### src/rtl/rr8_pkg.sv
// Shared definitions for the 8-client request front end.
// Holds the client count, the client index width and the two grant-vector
// helpers (one-hot test and one-hot to index encode).
package rr8_pkg;

  localparam int N_CLIENTS = 8;
  localparam int ID_W      = 3;

  // True when exactly one bit of v is set.
  function automatic logic is_onehot(input logic [N_CLIENTS-1:0] v);
    logic [N_CLIENTS-1:0] low_cleared;
    low_cleared = v & (v - 8'd1);
    return (v != 8'd0) && (low_cleared == 8'd0);
  endfunction

  // Encodes a one-hot vector to its bit index. The OR-reduction form gives a
  // meaningful result only for one-hot input; callers qualify with is_onehot.
  function automatic logic [ID_W-1:0] onehot_to_idx(input logic [N_CLIENTS-1:0] v);
    logic [ID_W-1:0] idx;
    idx = {ID_W{1'b0}};
    for (int i = 0; i < N_CLIENTS; i++) begin
      idx = idx | (v[i] ? ID_W'(i) : {ID_W{1'b0}});
    end
    return idx;
  endfunction

endpackage

### src/rtl/rr8_client_fifo.sv
// Per-client FIFO of DEPTH entries.
// Ports:
//   clk, rst_n        clock and synchronous active-low reset
//   push, push_data   write request and payload (ignored when full)
//   pop               remove head (ignored when empty)
//   head              current head entry (valid when occ != 0)
//   occ               registered occupancy, log2(DEPTH)+1 bits
// Only pointers and occupancy are reset; storage is left as is.
module rr8_client_fifo #(
  parameter int DATA_W = 16,
  parameter int DEPTH  = 4
) (
  input  logic                       clk,
  input  logic                       rst_n,
  input  logic                       push,
  input  logic [DATA_W-1:0]          push_data,
  input  logic                       pop,
  output logic [DATA_W-1:0]          head,
  output logic [$clog2(DEPTH):0]     occ
);

  localparam int AW    = $clog2(DEPTH);
  localparam int OCC_W = AW + 1;
  localparam logic [OCC_W-1:0] FULL_OCC = OCC_W'(DEPTH);

  logic [DATA_W-1:0] mem_r [DEPTH];
  logic [AW-1:0]     wr_ptr_r;
  logic [AW-1:0]     rd_ptr_r;
  logic [OCC_W-1:0]  occ_r;
  logic              push_ok_s;
  logic              pop_ok_s;

  // Local guards keep the FIFO self-consistent even if a caller misbehaves.
  always_comb begin
    push_ok_s = push && (occ_r != FULL_OCC);
    pop_ok_s  = pop && (occ_r != {OCC_W{1'b0}});
  end

  // Pointer and occupancy state; pointers wrap naturally since DEPTH is 2^AW.
  always_ff @(posedge clk) begin
    if (!rst_n) begin
      wr_ptr_r <= {AW{1'b0}};
      rd_ptr_r <= {AW{1'b0}};
      occ_r    <= {OCC_W{1'b0}};
    end else begin
      if (push_ok_s) begin
        wr_ptr_r <= wr_ptr_r + AW'(1);
      end
      if (pop_ok_s) begin
        rd_ptr_r <= rd_ptr_r + AW'(1);
      end
      case ({push_ok_s, pop_ok_s})
        2'b10:   occ_r <= occ_r + OCC_W'(1);
        2'b01:   occ_r <= occ_r - OCC_W'(1);
        default: occ_r <= occ_r;
      endcase
    end
  end

  // Storage write port, no reset needed on the payload array.
  always_ff @(posedge clk) begin
    if (push_ok_s) begin
      mem_r[wr_ptr_r] <= push_data;
    end
  end

  assign head = mem_r[rd_ptr_r];
  assign occ  = occ_r;

endmodule

### src/rtl/rr8_req_frontend.sv
// Request front end for an 8-way round-robin arbiter.
// Each client pushes payloads into its own FIFO; a non-empty FIFO raises its
// req bit. A one-hot grant to a non-empty queue pops its head, which appears
// on out_data/out_id with a one-cycle out_valid pulse on the next cycle.
// Ports:
//   in_valid/in_ready/in_data  per-client push interface (8 x DATA_W payload)
//   req                        request vector to the arbiter (registered decode)
//   gnt                        arbiter grant, one-hot or zero expected
//   out_valid/out_data/out_id  granted payload, held while out_valid=0
//   stale_cnt                  saturating count of grants to empty queues
//   err_multi                  sticky multi-hot grant flag
module rr8_req_frontend
  import rr8_pkg::*;
#(
  parameter int DATA_W = 16,
  parameter int DEPTH  = 4
) (
  input  logic                  clk,
  input  logic                  rst_n,
  input  logic [7:0]            in_valid,
  output logic [7:0]            in_ready,
  input  logic [8*DATA_W-1:0]   in_data,
  output logic [7:0]            req,
  input  logic [7:0]            gnt,
  output logic                  out_valid,
  output logic [DATA_W-1:0]     out_data,
  output logic [2:0]            out_id,
  output logic [7:0]            stale_cnt,
  output logic                  err_multi
);

  localparam int OCC_W = $clog2(DEPTH) + 1;
  localparam logic [OCC_W-1:0] FULL_OCC = OCC_W'(DEPTH);

  logic [DATA_W-1:0]      head_s [N_CLIENTS];
  logic [OCC_W-1:0]       occ_s  [N_CLIENTS];
  logic [N_CLIENTS-1:0]   push_s;
  logic [N_CLIENTS-1:0]   pop_s;
  logic                   gnt_onehot_s;
  logic [ID_W-1:0]        gnt_idx_s;
  logic                   gnt_hit_s;
  logic                   gnt_stale_s;
  logic                   gnt_multi_s;

  logic                   out_valid_r;
  logic [DATA_W-1:0]      out_data_r;
  logic [ID_W-1:0]        out_id_r;
  logic [7:0]             stale_cnt_r;
  logic                   err_multi_r;

  for (genvar i = 0; i < N_CLIENTS; i++) begin : g_client
    rr8_client_fifo #(
      .DATA_W (DATA_W),
      .DEPTH  (DEPTH)
    ) u_fifo (
      .clk       (clk),
      .rst_n     (rst_n),
      .push      (push_s[i]),
      .push_data (in_data[i*DATA_W +: DATA_W]),
      .pop       (pop_s[i]),
      .head      (head_s[i]),
      .occ       (occ_s[i])
    );

    // Both handshake signals come straight from registered occupancy, so a
    // same-cycle pop never frees space for a push.
    assign in_ready[i] = (occ_s[i] < FULL_OCC);
    assign req[i]      = (occ_s[i] != {OCC_W{1'b0}});
  end

  assign push_s = in_valid & in_ready;

  // Grant classification: valid pop, stale (empty target) or multi-hot.
  always_comb begin
    gnt_onehot_s = is_onehot(gnt);
    gnt_idx_s    = onehot_to_idx(gnt);
    if (gnt_onehot_s) begin
      gnt_hit_s   = req[gnt_idx_s];
      gnt_stale_s = !req[gnt_idx_s];
    end else begin
      gnt_hit_s   = 1'b0;
      gnt_stale_s = 1'b0;
    end
    gnt_multi_s = (gnt != 8'd0) && !gnt_onehot_s;
    pop_s       = gnt_hit_s ? gnt : 8'd0;
  end

  // Output register, stale counter and sticky multi-hot flag.
  always_ff @(posedge clk) begin
    if (!rst_n) begin
      out_valid_r <= 1'b0;
      out_data_r  <= {DATA_W{1'b0}};
      out_id_r    <= {ID_W{1'b0}};
      stale_cnt_r <= 8'd0;
      err_multi_r <= 1'b0;
    end else begin
      out_valid_r <= gnt_hit_s;
      if (gnt_hit_s) begin
        out_data_r <= head_s[gnt_idx_s];
        out_id_r   <= gnt_idx_s;
      end
      if (gnt_stale_s && (stale_cnt_r != 8'hFF)) begin
        stale_cnt_r <= stale_cnt_r + 8'd1;
      end
      if (gnt_multi_s) begin
        err_multi_r <= 1'b1;
      end
    end
  end

  assign out_valid = out_valid_r;
  assign out_data  = out_data_r;
  assign out_id    = out_id_r;
  assign stale_cnt = stale_cnt_r;
  assign err_multi = err_multi_r;

endmodule

### config.mk
export PLATFORM = sky130hd
export DESIGN_NAME = rr8_req_frontend
export DESIGN_NICKNAME = d
export VERILOG_FILES = /design/src/rtl/rr8_pkg.sv /design/src/rtl/rr8_client_fifo.sv /design/src/rtl/rr8_req_frontend.sv
export SDC_FILE = /design/constraint.sdc
export NUM_CORES = 1
export LEC_CHECK = 0
export ABC_CLOCK_PERIOD_IN_PS = 8800
export CORE_MARGIN = 8
export CORE_UTILIZATION = 30
export CTS_CLUSTER_SIZE = 10
export DETAILED_ROUTE_END_ITERATION = 7
export GPL_TIMING_DRIVEN = 0
export RECOVER_POWER = 100
export SLEW_MARGIN = 5
export SYNTH_ARGS = -nofsm -noshare
export SYNTH_HDL_FRONTEND = slang
export SYNTH_SLANG_ARGS = --single-unit
### constraint.sdc
create_clock -name clk -period 8.8 [get_ports clk]
set_clock_uncertainty 0.05 [all_clocks]
set_input_delay 1.76 -clock clk [delete_from_list [all_inputs] [get_ports clk]]
set_output_delay 1.76 -clock clk [all_outputs]
set_load 0.005 [all_outputs]
==> summary.txt, run 1 <==
Timing
  • Final period util: around 75%
  • RSZ-0062 raised after global routing: no
  • Slew Viols, Final: 0
  • Final Critical Period: 6.62 ns
  • Setup_tns: 0 ns
  • Final hold vios: 0
  • Slew @ Worst Pin: ~1.4 ns
  • Final setup viols: 0
  • Relative slew slack: between 8 and 9%
  • FMAX: between 150 and 200 MHz

Detailed routing
  • DRT antenna net count: 0
  • WL/cell: 23.0 um
  • Final wirelength: ~64000 um
  • Starting DRC count in detailed routing: between 1000 and 1500
  • Vias per std cell: approximately 5
  • DRT Pass-1 Iters: 6
  • Via count: 13600
  • DRC errors left: 0

Worst setup path
  • WP buf/inv: 4
  • CP Max Fanout: 10
  • Worst Path Arrival: a little over 7 ns
  • Critical Path RT: roughly 9.3 ns
  • Crit-path cells: dlygate4sd3_1, clkbuf_1, nor4_1, nand2_1, o22a_1, and3_1, clkbuf_1, nor4_1, ha_1, inv_1, fa_1, xor2_1, or3_1, a21oi_1
  • Critical path type: primary input to register
  • CP peak stage delay: ~0.87 ns
  • FF-to-FF Start: g_client[3].u_fifo.occ[2]$_SDFFE_PN0P_
  • CP startpoint: gnt[5]
  • CP max stage cell: nor4_1
  • Cell family with most CP delay: simple AND/OR/NAND/NOR gates
  • CP Launch Type: primary input
  • CP endpoint kind: register

Yosys
  • Ys Warns: 0
  • Post-synth top flop: edfxtp_1
  • Seq cells post-synth: 613
  • Post-Syn Instances: ~1400
  • Syn avg cell area: ~18 um^2
  • Sequential share of the synthesized area: between 70% and 80%
  • Post-synth cell types: 47
  • Syn Nets: between 1500 and 2000
  • Post-synth EDFFs: between 500 and 600
  • Post-Syn Area: 24600 um^2
  • Asr flop ratio synth: 0%

Place
  • Port Buffers: roughly 190
  • HPWL after DPL: 46000 um
  • Placed cell areas: ~28000 um^2
  • GP Congestion: ~0.89

Finish
  • Final instance area: between 20000 and 30000 um^2
  • Area growth syn-to-layout: 21.2%
  • Most frequent cells in the layout: 512 x edfxtp_1, 184 x dlygate4sd3_1, 128 x mux4_2, 101 x dfxtp_1, 90 x clkbuf_1
  • FILL cells: ~7600
  • Post-layout util: 36.5%
  • Share of post-route cells with drive strength above 1: 15.5%
  • Most common cell after layout, fill and taps aside: edfxtp_1
  • Fin nets: approximately 1900
  • Reg area: around 17000 um^2
  • Area of the multi-input gates: 6560 um^2

Clock tree
  • Sink Count: 613
  • Hold buffers post-CTS: 0
  • Quantity of gates resized following cts: 0
  • Clock Path Buffers: 3
  • CTS Buf Count: between 70 and 80
  • Root buffer cell: clkbuf_16
  • H-tree Lvls: 3
  • Post-CTS setup buffers: 0
  • Clk slew on worst S/H paths: around 0.05 ns
  • CTS tree: built
  • Clk_lat worst skew: ~0.60 ns

Power and ir drop
  • Clock share of power: about two fifths
  • Comb pwr share: slightly below 7%
  • Switch share: between 20% and 30%
  • Sequential share of power: around 52%
  • Internal power: between 0.005 and 0.006 W
  • Maximum VDD drop: between 100 and 150 uV
  • NetSw: roughly 0.0014 W
  • P per Cell Area: 216 nW/um^2
  • Pleak: 9.49 nW

Global route
  • Number of global-route vias before repair: between 10000 and 15000
  • First-pass GRT wire length: approximately 93000 um
  • All-Layer GR Usage: 13.9%
  • Total grt overflow: 0
  • Initial antenna violation count: 45
  • Largest net degree at the start of global routing: 17

Run
  • Max-Cap Viols: 0

Floorplanning
  • Cell Rows: ~110
  • Width of the die: 302 um
  • Ports: around 190
  • DIE HEIGHT: roughly 300 um
  • Core ar.: 81600 um^2
  • Starting density of the core: between 30% and 40%
  • Die Area: 91400 um^2

Outcome
  • Status: finished clean

Worst hold path
  • Type of the tightest min-delay check: register to register
  • Worst min-delay path startpoint: g_client[6].u_fifo.rd_ptr_r[1]$_SDFFE_PN0P_
==> final timing paths <==
kind,endpoint,slack [ns],cells past startpoint
worst max-delay path,g_client[4].u_fifo.occ[2]$_SDFFE_PN0P_,2.18,14
worst min-delay path,register,0.45,2
worst max register to register,g_client[4].u_fifo.occ[2]$_SDFFE_PN0P_,4.88,12
worst min register to register,register,0.45,2
==> cells in the mapped netlist, drive strengths merged (4+ instances only) <==
cell type	count	area, um^2
a21oi	52	260
and2	32	200
and3	4	25.0
buf	36	189
clkbuf	46	173
dfxtp	101	2020
edfxtp	512	15400
fa	8	160
ha	41	513
inv	58	218
mux2	33	372
mux2i	26	260
mux4	128	2880
nand2	29	111
nand2b	15	93.8
nand3	33	165
nor2	52	195
nor2b	8	50.1
nor3	28	175
nor4	11	118
o21ai	28	140
o22ai	48	300
o31ai	8	60.1
or3	15	93.8
or4	11	86.3
xnor2	9	78.8
xor2	16	140
==> flip-flops by register name (all words and copies together), names as in the netlist, named ones only <==
name / cells
stale_cnt: 8
g_client.u_fifo.occ: 24
out_id: 3
g_client.u_fifo.mem_r: 512
out_valid: 1
err_multi: 1
out_data: 16
g_client.u_fifo.rd_ptr_r: 16
g_client.u_fifo.wr_ptr_r: 16
==> through the flow <==
step / setup WS [ns] / std cells / hold slack [ns] / power (W)
6_report: 2.18 / 2787 / 0.447 / 0.00645
5_1_grt: 2.02 / 2779 / 0.466 / 0.00668
4_1_cts: 3.33 / 2778 / 0.446 / 0.00655
3_5_place_dp: 2.70 / 2661 / 0.432 / 0.00385
3_3_place_gp: 2.76 / 2661 / 0.420 / 0.00382
2_1_floorplan: 3.96 / 1405 / 0.403 / 0.00361
==> cell families after synthesis <==
family,after synthesis,synth area share [%]
buffers and inverters,141,2.37
adder cells (fa/ha/maj),51,2.82
XOR/XNOR,25,0.890
AND/OR/NAND/NOR,243,5.49
flip-flops,613,70.7
AO/OA/AOI/OAI,145,3.40
multiplexers,187,14.3
==> worst reg2reg max path: cells and delay by family, from the launching register on <==
family,cells,cell delay (ns)
simple gates,4,1.56
fa+ha+maj,2,0.70
flops,1,0.50
compound gates,2,0.41
buf+inv,2,0.36
xor+xnor,1,0.17
mux,1,0.10
==> cell type report <==
class | instances | area share, %
clock buffers | 108 | 6.57
repair buffers | 186 | 6.24
well taps | 1070 | 4.49
flip-flops and latches | 613 | 58.3
inverters | 59 | 0.743
clock inverters | 9 | 0.386
diodes | 9 | 0.0755
multi-input cells | 651 | 22.0
plain buffers | 82 | 1.16
==> layer usage <==
metal / track usage [%] / wire, um / up-vias
li1: - / - / 6025
met1: 17.5 / 25000 / 6944
met2: 22.6 / 30400 / 521
met3: 5.16 / 7130 / 152
met4: 3.59 / 1660 / 2
met5: 0 / 13 / -
==> power groups by stage <==
stage	clock, W	sequential [W]	combinational [W]
2_1_floorplan	0	0.00337	0.000236
3_3_place_gp	0	0.00338	0.000448
3_5_place_dp	0	0.00339	0.000463
4_1_cts	0.00275	0.00333	0.000466
5_1_grt	0.00287	0.00334	0.000477
6_report	0.00269	0.00333	0.000436
No activity file was read; power rests on OpenSTA's default activity.
==> inputs of run 2 (changes only) <==
- ABC_CLOCK_PERIOD_IN_PS: 8800 -> 5500
- clock period: 8.8 -> 5.5 ns (I/O delays scaled with it)
==> run 2 against run 1 <==
  * Sequential share of layout area decreased by 0.12 points
  * Design area increased by 0.20%
  * Highest routed layer unchanged
  * Global-route usage unchanged
  * Largest cell class unchanged
  * Routed wire length decreased by 0.14%
  * Critical path type unchanged
  * Flip-flop and latch count unchanged
  * Core utilization increased by 0.074 points
  * Critical endpoint is now g_client[7].u_fifo.occ[2]$_SDFFE_PN0P_
  * Sequential power increased by 60%
==> summary.txt, run 2 (synthesized netlist as in run 1, its figures left out) <==
Clock tree
  • Clk slew on worst S/H paths: ~0.05 ns
  • H-tree Lvls: 3
  • CTS Buf Count: a little over 70
  • Sink Count: roughly 610
  • CTS tree: built
  • Root buffer cell: clkbuf_16
  • Post-CTS setup buffers: 0
  • Clk_lat worst skew: approximately 0.60 ns
  • Quantity of gates resized following cts: 0
  • Clock Path Buffers: 3
  • Hold buffers post-CTS: 0

Worst hold path
  • Type of the tightest min-delay check: register to register

Power and ir drop
  • P per Cell Area: about 350 nW/um^2
  • Maximum VDD drop: 204 uV
  • Pleak: ~9.5 nW

Finish
  • Largest register FFs: 512
  • Fin nets: 1860
  • Reg area: around 17000 um^2
  • FILL cells: between 7000 and 8000
  • Most frequent cells in the layout: 512 x edfxtp_1, 184 x dlygate4sd3_1, 128 x mux4_2, 101 x dfxtp_1, 87 x clkbuf_1
  • Post-layout util: 36.6%
  • Area of the multi-input gates: about 6600 um^2
  • Area growth syn-to-layout: 21.5%
  • Largest Register: g_client.u_fifo.mem_r
  • Most common cell after layout, fill and taps aside: edfxtp_1
  • Share of post-route cells with drive strength above 1: 16.2%

Timing
  • Slew Viols, Final: 0
  • FMAX: 191 MHz
  • Final hold vios: 0
  • RSZ-0062 raised after global routing: no
  • Relative slew slack: about 11%
  • Setup_tns: 0 ns
  • Final Critical Period: 5.23 ns
  • Slew @ Worst Pin: ~1.3 ns
  • Final period util: around 95%
  • Final setup viols: 0

Floorplanning
  • Cell Rows: about 110
  • Die Area: a little over 90000 um^2
  • Ports: between 150 and 200
  • Width of the die: slightly above 300 um
  • Starting density of the core: 30.1%
  • Core ar.: roughly 82000 um^2
  • DIE HEIGHT: approximately 300 um

Global route
  • Number of global-route vias before repair: 14200
  • Met3 usage: a little over 5%
  • M1 GR Usage: 17.5%
  • First-pass GRT wire length: a little over 90000 um
  • Initial antenna violation count: 45
  • Largest net degree at the start of global routing: 17
  • All-Layer GR Usage: ~14%
  • Met2 Use GR: 22.6%
  • Total grt overflow: 0
  • Busiest grt layer: met2

Worst setup path
  • CP max stage cell: nor4_2
  • WP buf/inv: 4
  • Worst Path Arrival: about 5.7 ns
  • Crit-path cells: dlygate4sd3_1, clkbuf_1, nor4_2, nand2_1, o22a_1, and3_1, buf_2, nor3_2, ha_1, inv_1, fa_1, xor2_1, or3_1, a21oi_1
  • Critical path type: primary input to register
  • Critical Path RT: 5.96 ns
  • Cell family with most CP delay: simple AND/OR/NAND/NOR gates
  • CP peak stage delay: 0.67 ns
  • CP Max Fanout: 10
  • CP endpoint kind: register
  • CP Launch Type: primary input

Detailed routing
  • DRT Pass-1 Iters: 5
  • Vias per std cell: 4.91
  • Via count: between 10000 and 15000
  • Final wirelength: 64000 um
  • WL/cell: ~23 um
  • DRC errors left: 0
  • DRT antenna net count: 0
  • Starting DRC count in detailed routing: roughly 1300

Place
  • GP Congestion: a little under 0.9
  • HPWL after DPL: around 46000 um
  • Port Buffers: 186

Run
  • Max-Cap Viols: 0

Outcome
  • Status: finished clean
==> run 2: cell types whose count changed in the layout (fill, tap and decap cells not counted), moves of 2 or more <==
cell / delta
nor3_2: +7
buf_2: +2
clkbuf_1: -3
nor3_1: -7
nor4_1: -2
==> run 2: worst register-to-register path, cell delays in order, from the launching register on <==
cell	delay, ns
dfxtp_1	0.31
clkbuf_1	0.48
buf_2	0.48
mux4_2	0.55
mux2_2	0.29
o22ai_1	0.88
nor3_1	0.14
nand3_1	0.13
a21oi_1	0.07
==> run 2: metrics by stage <==
step	total power, W	setup WS (ns)	instance area (um^2)	hold WS [ns]	std cells
2_1_floorplan	0.00577	1.32	24600	0.403	1405
3_3_place_gp	0.00612	0.115	27800	0.420	2661
3_5_place_dp	0.00616	0.0574	27800	0.432	2661
4_1_cts	0.0105	0.692	29900	0.446	2778
5_1_grt	0.0107	0.220	29900	0.466	2779
6_report	0.0103	0.273	29900	0.447	2786
==> run 2: final cells by class <==
class	instances	area share (%)
antenna	8	0.0670
sequential	613	58.2
timing repair buffer	186	6.23
tap	1070	4.48
inverter	59	0.741
clock buffer	108	6.55
clock inverter	9	0.385
buffer	82	1.18
multi-input combinational	651	22.1
==> run 2: where the power goes <==
group	total, W	internal, W	switching [W]
Clock	0.00431	0.00251	0.00180
Sequential	0.00532	0.00526	0.0000600
Combinational	0.000703	0.000273	0.000430
==> run 2: worst paths after layout <==
path	endpoint	from	cells past startpoint	slack (ns)
max reg2reg	out_data[10]$_SDFFE_PN0N_	register	8	1.97
min	register	g_client[6].u_fifo.rd_ptr_r[1]$_SDFFE_PN0P_	2	0.45
max	g_client[7].u_fifo.occ[2]$_SDFFE_PN0P_	gnt[5]	14	0.27
min reg2reg	register	g_client[6].u_fifo.rd_ptr_r[1]$_SDFFE_PN0P_	2	0.45
==> run 2: metal layers <==
| layer | wire length, um | vias to the layer above | share of wire (%) |
|---|---|---|---|
| met5 | 13 | - | 0.020 |
| met4 | 1780 | 2 | 2.8 |
| met3 | 6840 | 159 | 11 |
| met2 | 30200 | 545 | 47 |
| met1 | 25200 | 6960 | 39 |
| li1 | - | 6012 | - |
==> inputs of run 3 (changes only) <==
- MAX_ROUTING_LAYER: not set -> met4
==> run 3 against run 2 <==
  * Register-to-register slack lost 0.07 ns
  * Sequential power is essentially flat
  * Core utilization grew 0.072 points
  * Routed wire length grew 0.25%
  * Via count shrank 1.5%
  * Design area grew 0.20%
  * Non-clock buffer count is the same
  * Critical path type unchanged
  * Clock-buffer cell count grew 5
  * Largest power group unchanged
  * Critical path depth is the same
  * Maximum frequency shrank 1.1%
==> summary.txt, run 3 (synthesized netlist as in run 1, its figures left out) <==
Floorplanning
  • Die Area: 91400 um^2
  • Cell Rows: 105
  • Width of the die: roughly 300 um
  • Core ar.: about 82000 um^2
  • DIE HEIGHT: approximately 300 um
  • Ports: 191
  • Starting density of the core: 30.1%

Worst setup path
  • CP endpoint kind: register
  • Reg-to-reg endpoint: g_client[0].u_fifo.occ[2]$_SDFFE_PN0P_
  • CP peak stage delay: slightly above 0.6 ns
  • CP Launch Type: primary input
  • CP Max Fanout: 10
  • R2R setup slack: ~1.9 ns
  • Critical Path RT: 5.97 ns
  • Worst Path Arrival: 5.75 ns
  • CP max stage cell: dlygate4sd3_1
  • FF-to-FF Start: g_client[6].u_fifo.occ[2]$_SDFFE_PN0P_
  • Crit-path cells: dlygate4sd3_1, clkbuf_1, nor4_2, nand2_1, o22a_1, and3_1, clkbuf_1, nor3_2, ha_1, inv_1, fa_1, xor2_1, or3_1, a21oi_1
  • Worst R2R Path Depth: 12
  • Critical path type: primary input to register
  • Most frequent CP cell: clkbuf_1

Detailed routing
  • DRT antenna net count: 0
  • Vias per std cell: about 4.8
  • Starting DRC count in detailed routing: between 1000 and 1500
  • WL/cell: roughly 23 um
  • Via count: 13500
  • DRT Pass-1 Iters: 5
  • Final wirelength: 64200 um
  • DRC errors left: 0

Clock tree
  • Clk slew on worst S/H paths: approximately 0.05 ns
  • Post-CTS setup buffers: 0
  • Root buffer cell: clkbuf_16
  • Quantity of gates resized following cts: 0
  • Clk_lat worst skew: slightly above 0.6 ns
  • Hold buffers post-CTS: 0
  • CTS tree: built
  • Sink Count: a little over 600
  • CTS Buf Count: between 70 and 80
  • Clock Path Buffers: 3
  • H-tree Lvls: 3

Worst hold path
  • Type of the tightest min-delay check: register to register
  • Cells on Worst Hold Path: 2
  • Worst min-delay path startpoint: stale_cnt[4]$_SDFFE_PN0P_
  • Hold Path End: stale_cnt[4]$_SDFFE_PN0P_

Timing
  • Relative slew slack: around 8.5%
  • Final Critical Period: approximately 5.3 ns
  • Final setup viols: 0
  • RSZ-0062 raised after global routing: no
  • Final period util: between 90 and 100%
  • Slew @ Worst Pin: around 1.4 ns
  • Final hold vios: 0
  • Slew Viols, Final: 0
  • FMAX: 189 MHz
  • Setup_tns: 0 ns

Power and ir drop
  • Clock share of power: 42.0%
  • Switch share: ~22%
  • Total power: just over 0.01 W
  • Sequential share of power: between 50 and 60%
  • Maximum VDD drop: between 150 and 200 uV
  • Internal power: approximately 0.0081 W
  • Pleak: between 9 and 10 nW
  • P per Cell Area: 347 nW/um^2
  • NetSw: roughly 0.0023 W
  • Comb pwr share: 6.8%

Place
  • Port Buffers: 186
  • HPWL after DPL: approximately 46000 um
  • GP Congestion: between 0.8 and 0.9

Finish
  • Largest register FFs: just over 500
  • Most frequent cells in the layout: 512 x edfxtp_1, 184 x dlygate4sd3_1, 128 x mux4_2, 101 x dfxtp_1, 90 x clkbuf_1
  • Area growth syn-to-layout: 21.7%
  • Fin nets: approximately 1900
  • Largest Register: g_client.u_fifo.mem_r
  • Most common cell after layout, fill and taps aside: edfxtp_1
  • Share of post-route cells with drive strength above 1: between 10% and 20%

Global route
  • All-Layer GR Usage: between 10% and 20%
  • Total grt overflow: 0
  • Number of global-route vias before repair: ~14000
  • Initial antenna violation count: 42
  • First-pass GRT wire length: around 93000 um
  • Largest net degree at the start of global routing: 17

Run
  • Max-Cap Viols: 0

Outcome
  • Status: finished clean
-- run 3: cell count changes in the layout (fill, tap and decap cells not counted), moves of 2 or more --
cell	before	now
clkbuf_1	87	90
clkbuf_16	73	76
clkinv_8	0	2
diode_2	8	12
inv_6	4	0
nor3_1	21	23
nor3_2	7	5
-- run 3: worst max-delay path by stage --
stage | cells past startpoint | start | endpoint
global route | 14 | gnt[7] | g_client[0].u_fifo.occ[2]$_SDFFE_PN0P_
finish | 14 | gnt[7] | g_client[0].u_fifo.occ[2]$_SDFFE_PN0P_
floorplan | 14 | gnt[3] | g_client[5].u_fifo.occ[2]$_SDFFE_PN0P_
global placement | 14 | gnt[7] | g_client[6].u_fifo.occ[2]$_SDFFE_PN0P_
CTS | 14 | gnt[7] | g_client[6].u_fifo.occ[2]$_SDFFE_PN0P_
detailed placement | 14 | gnt[7] | g_client[6].u_fifo.occ[2]$_SDFFE_PN0P_
-- run 3: layout make-up --
| cell class | instances | area, um^2 |
|---|---|---|
| sequential | 613 | 17400 |
| clock buffer | 113 | 2050 |
| fill | 7566 | 51600 |
| inverter | 59 | 221 |
| clock inverter | 6 | 85.1 |
| buffer | 82 | 348 |
| antenna | 12 | 30.0 |
| multi-input combinational | 651 | 6600 |
| timing repair buffer | 186 | 1860 |
| tap | 1070 | 1340 |
-- run 3: through the flow --
stage | area, um^2 | hold slack [ns] | setup WS, ns | util (%) | std cells
global placement | 27800 | 0.417 | 0.239 | 34.1 | 2661
finish | 29900 | 0.439 | 0.215 | 36.7 | 2792
floorplan | 24600 | 0.403 | 1.32 | - | 1405
detailed placement | 27800 | 0.433 | 0.107 | 34.1 | 2661
global route | 29900 | 0.474 | 0.226 | 36.7 | 2786
CTS | 29900 | 0.449 | 0.738 | 36.7 | 2780
-- run 3: worst max-delay path, delay by kind of cell --
kind                       cells  cell delay [ns]
buffers and inverters          4             1.33
xor gates and xnor gates       1             0.16
adders and majority gates      2             0.64
AOI/OAI and AO/OA              2             0.54
and+or+nand+nor                5             1.98
-- run 3: power by group through the flow --
stage,logic [W],registers (W),clock network (W)
floorplan,0.000377,0.00539,0
global placement,0.000719,0.00540,0
detailed placement,0.000741,0.00542,0
CTS,0.000745,0.00532,0.00445
global route,0.000769,0.00534,0.00462
finish,0.000704,0.00532,0.00436
-- run 3: layer usage --
metal | track usage [%] | wire, um | vias to the layer above
met4 | 3.72 | 1650 | 0
met5 | - | 0 | -
met3 | 4.74 | 6610 | 144
met1 | 17.7 | 25700 | 6788
met2 | 22.4 | 30300 | 520
li1 | - | - | 6019
